==> config.mk <==
export PLATFORM = sky130hd
export DESIGN_NAME = alu_issue
export DESIGN_NICKNAME = d
export VERILOG_FILES = /design/src/rtl/alu_issue.sv
export SDC_FILE = /design/constraint.sdc
export NUM_CORES = 1
export LEC_CHECK = 0
export CAP_MARGIN = 0
export CORE_MARGIN = 4
export CORE_UTILIZATION = 40
export CTS_CLUSTER_SIZE = 20
export DETAILED_ROUTE_END_ITERATION = 6
export SYNTH_ARGS = -nofsm -noshare
export SYNTH_HDL_FRONTEND = slang
export SYNTH_SLANG_ARGS = --single-unit
==> constraint.sdc <==
create_clock -name clk -period 3.68 [get_ports clk]
set_input_delay 0.552 -clock clk [delete_from_list [all_inputs] [get_ports clk]]
set_output_delay 0.552 -clock clk [all_outputs]
set_load 0.01 [all_outputs]
==> src/rtl/alu_issue.sv <==
// Request queue in front of an external combinational ALU, with a registered
// result stage. Requests issue in FIFO order; the ALU result is captured unmodified.
module alu_issue #(
    parameter int WIDTH = 32,
    parameter int OPW   = 4,
    parameter int DEPTH = 4
) (
    input  logic                     clk,
    input  logic                     rst,
    input  logic                     in_valid,
    output logic                     in_ready,
    input  logic [WIDTH-1:0]         in_a,
    input  logic [WIDTH-1:0]         in_b,
    input  logic [OPW-1:0]           in_op,
    output logic [WIDTH-1:0]         alu_a,
    output logic [WIDTH-1:0]         alu_b,
    output logic [OPW-1:0]           alu_op,
    input  logic [WIDTH-1:0]         alu_r,
    output logic                     out_valid,
    input  logic                     out_ready,
    output logic [WIDTH-1:0]         out_r,
    output logic [OPW-1:0]           out_op,
    output logic [$clog2(DEPTH):0]   count
);

    localparam int PW = $clog2(DEPTH);
    localparam int CW = PW + 1;

    typedef enum logic {IDLE, HOLD} state_t;

    state_t             state;
    logic [WIDTH-1:0]   mem_a  [DEPTH];
    logic [WIDTH-1:0]   mem_b  [DEPTH];
    logic [OPW-1:0]     mem_op [DEPTH];
    logic [PW-1:0]      wr_ptr;
    logic [PW-1:0]      rd_ptr;
    logic               empty;
    logic               push;
    logic               issue;

    // A full queue stays not-ready even if a pop happens in the same cycle.
    assign empty    = (count == '0);
    assign in_ready = (count < CW'(DEPTH));
    assign push     = in_valid && in_ready;
    assign issue    = !empty && (state == IDLE || out_ready);

    // NOTE: every output gets a default first so no path leaves one unassigned (no latch).
    always_comb begin
        alu_a  = '0;
        alu_b  = '0;
        alu_op = '0;
        if (!empty) begin
            alu_a  = mem_a[rd_ptr];
            alu_b  = mem_b[rd_ptr];
            alu_op = mem_op[rd_ptr];
        end
    end

    // NOTE: storage is deliberately not reset; occupancy and pointers alone define validity.
    always_ff @(posedge clk) begin
        if (push) begin
            mem_a[wr_ptr]  <= in_a;
            mem_b[wr_ptr]  <= in_b;
            mem_op[wr_ptr] <= in_op;
        end
    end

    // NOTE: state is updated with non-blocking assignments so every read sees the pre-edge value.
    always_ff @(posedge clk or posedge rst) begin
        if (rst) begin
            state     <= IDLE;
            out_valid <= 1'b0;
            out_r     <= '0;
            out_op    <= '0;
            wr_ptr    <= '0;
            rd_ptr    <= '0;
            count     <= '0;
        end else begin
            if (push)
                wr_ptr <= wr_ptr + 1'b1;
            if (issue)
                rd_ptr <= rd_ptr + 1'b1;

            case ({push, issue})
                2'b10:   count <= count + 1'b1;
                2'b01:   count <= count - 1'b1;
                default: count <= count;
            endcase

            case (state)
                IDLE: begin
                    if (issue) begin
                        out_r     <= alu_r;
                        out_op    <= alu_op;
                        out_valid <= 1'b1;
                        state     <= HOLD;
                    end
                end
                HOLD: begin
                    if (issue) begin
                        out_r  <= alu_r;
                        out_op <= alu_op;
                    end else if (out_ready) begin
                        out_valid <= 1'b0;
                        state     <= IDLE;
                    end
                end
                default: state <= IDLE;
            endcase
        end
    end

endmodule

==> results of run 1 <==
## cell families (layout without fill, tap and decap cells)
| logic type | after synthesis | in the layout | share of synthesized area |
|---|---|---|---|
| xor+xnor | 6 | 6 | 0.004338 |
| buf+inv | 38 | 295 | 0.01725 |
| fa+ha+maj | 6 | 6 | 0.006817 |
| flops | 317 | 317 | 0.7672 |
| compound gates | 4 | 4 | 0.001653 |
| simple gates | 81 | 81 | 0.04080 |
| mux | 105 | 105 | 0.1620 |
## cell usage after synthesis, drive strengths merged
| cell type | instances |
|---|---|
| nor2 | 2 |
| nand2b | 1 |
| buf | 16 |
| inv | 9 |
| o21ai | 2 |
| nor3 | 1 |
| and2 | 72 |
| ha | 5 |
| a21oi | 2 |
| mux4 | 68 |
| xnor2 | 4 |
| fa | 1 |
| nor2b | 1 |
| dfrtp | 45 |
| nand2 | 2 |
| mux2i | 1 |
| or3 | 1 |
| nand3 | 1 |
| mux2 | 36 |
| clkbuf | 13 |
| xor2 | 2 |
| edfxtp | 272 |
## power by group through the flow
stage               registers (mW)  clock network (mW)  logic [mW]
global placement              4.96                   0        4.71
CTS                           4.94                3.58        4.76
detailed placement            5.01                   0        4.73
global route                  4.99                3.76        4.99
finish                        4.92                3.47        4.63
floorplan                     4.91                   0        2.50
## worst paths after layout
path / slack [ns] / from / end
max in group asynchronous: 2.38 / rst / rd_ptr[1]$_DFFE_PP0P_
hold reg to reg: 0.50 / out_r[14]$_DFFE_PP0P_ / out_r[14]$_DFFE_PP0P_
setup reg to reg: 1.49 / count[2]$_DFFE_PP0P_ / mem_b[3][25]$_DFFE_PP_
min in group clk: 0.50 / out_r[14]$_DFFE_PP0P_ / out_r[14]$_DFFE_PP0P_
hold / removal: 0.47 / rst / out_r[21]$_DFFE_PP0P_
setup / recovery: 0.39 / rd_ptr[0]$_DFFE_PP0P_ / alu_b[10]
## flip-flops by register name, summed over array words and instances, names as in the netlist
name / cells
wr_ptr: 2
rd_ptr: 2
out_valid: 1
out_r: 32
state: 1
count: 3
out_op: 4
mem_op: 16
mem_a: 128
mem_b: 128
## per-layer routing
layer  global-route usage  part of all wire  vias up
li1                     -                 -     2684
met3              0.05008             0.083       42
met1               0.1990              0.42     3096
met4              0.03573             0.017        8
met2               0.2430              0.47      217
met5                    0            0.0023        -
## final cells by class
class                   count  share of cell area
clock buffers              41             0.06101
clock inverters            21             0.01288
inverters                   9            0.002120
multi-input cells         202              0.1653
flip-flops and latches    317              0.5837
well taps                 390             0.03062
repair buffers            224              0.1443
==> results.sh, run 1 <==
export IMPL_die_area_um2=33130
export IMPL_insertion_delay_ns=0.50
export IMPL_yosysWarnings=0
export IMPL_post_dp_hpwl_um=15620
export IMPL_dp_cells=1142
export IMPL_portBuffers=212
export IMPL_n_antenna_cell=0
export IMPL_vdd_drop_max_mv=0.4955
export IMPL_cts_max_path_buffers=3
export IMPL_dpl_worst_slack_ns=0.8284
export IMPL_layout_worst_path_cycle_share=0.8949
export IMPL_synth_cell_type_count=26
export IMPL_initial_core_util=0.4066
export IMPL_cpPeakStageDelay_ns=0.70
export IMPL_synth_top_cell_area_share=0.6742
export IMPL_synth_area_per_cell_um2=21.75
export IMPL_setup_slack_ns=0.3869
export IMPL_setup_viol=0
export IMPL_final_area_um2=15930
export IMPL_ff_latch_area_um2=9301
export IMPL_ys_seq_area_frac=0.7672
export IMPL_power_net_switching_mw=3.584
export IMPL_slew_violations=0
export IMPL_multiInputGateArea_um2=2634
export IMPL_fp_dieW_um=182.0
export IMPL_syn_to_final_growth_pct=31.53
export IMPL_numCtsBuffers=35
export IMPL_cts_sinks=317
export IMPL_drt_wl_total_um=24920
export IMPL_vias=6047
export IMPL_crit_path_end_kind="output port"
export IMPL_rsz0062_at_grt="no"
export IMPL_holdWs_ns=0.4665
export IMPL_drt_first_pass_iters=4
export IMPL_hold_viol_final=0
export IMPL_status="completed"
export IMPL_cts_resized=0
export IMPL_maxCapViolCount=0
export IMPL_layout_commonest_cell="edfxtp_1"
export IMPL_relSlewSlack=0.5027
export IMPL_p_int_mw=9.433
export IMPL_cts_tree="yes"
export IMPL_seq_power_share=0.378
export IMPL_path_cells="buf_4 > mux4_2 > and2_1 > clkdlybuf4s50_1"
export IMPL_yosys_top_cells_area="edfxtp_1 67%, mux4_2 13%, dfrtp_1 9.3%"
export IMPL_hold_class="input port to async pin"
export IMPL_final_cell_mix="272 x edfxtp_1, 212 x clkdlybuf4s50_1, 68 x mux4_2, 68 x and2_1, 43 x dfrtp_1"
export IMPL_max_freq_ghz=0.3037
export IMPL_rows=63
export IMPL_cp_required_ns=3.13
export IMPL_total_power_mw=13.02
export IMPL_fillers=2341
export IMPL_cp_top_family="buffers and inverters"
export IMPL_synth_top_area_cell="edfxtp_1"
export IMPL_fin_skew_ns=0.01096
export IMPL_slowest_stage="dfrtp_4"
export IMPL_setup_tns_final_ns=0
export IMPL_clk_pin_slew_ns=0.06
export IMPL_root_buffer="clkbuf_16"
export IMPL_final_util=0.5348
export IMPL_htreeDepth=2
export IMPL_crit_fanout=19
export IMPL_final_cells=1204
export IMPL_vias_per_cell=5.022
export IMPL_post_cts_setup_buffers=0
export IMPL_synth_cell_area_um2=12110
export IMPL_avgRoutedWirePerCell_um=20.70
export IMPL_share_comb_of_total_power=0.356
export IMPL_ant_nets=0
export IMPL_gp_congestion=0.8023
export IMPL_fin_nets=899
export IMPL_synth_seq_cells=317
export IMPL_worst_path_stages=4
export IMPL_overflow=0
export IMPL_rr_worst_depth=3
export IMPL_cp_num_buf_inv=2
export IMPL_p_leak_nw=5.395
export IMPL_worstMarginPinSlew_ns=0.7460
export IMPL_hold_buffers=0
export IMPL_grt_max_degree=72
export IMPL_die_h_um=182.0
export IMPL_worstPathArrival_ns=2.74
export IMPL_final_layout_size_suffix_gt1_frac=0.2199
export IMPL_core_um2=29800
export IMPL_placed_area_um2=14760
export IMPL_syn_inst=557
export IMPL_grt_usage=0.1502
export IMPL_drt_iter0_markers=326
export IMPL_start_kind="flip-flop"
export IMPL_antenna_found_initial=4
export IMPL_synth_nets=667
export IMPL_p_sw_frac=0.2753
export IMPL_period_minus_slack_ns=3.293
export IMPL_critPathKind="flip-flop to output port"
export IMPL_drc=0
export IMPL_pin_count=213
export IMPL_grt_pass1_vias=6622
export IMPL_cellPowerDensity_nw_per_um2=817.0
export IMPL_grt_pass1_wl_um=38830
export IMPL_p_clk_frac=0.266
(Power assumes the default switching activity.)
==> run 2: changes to the inputs <==
SLEW_MARGIN = 30   (was default)
==> results of run 2 <==
The final DEF is identical to that of run 1; final timing and power are the same.
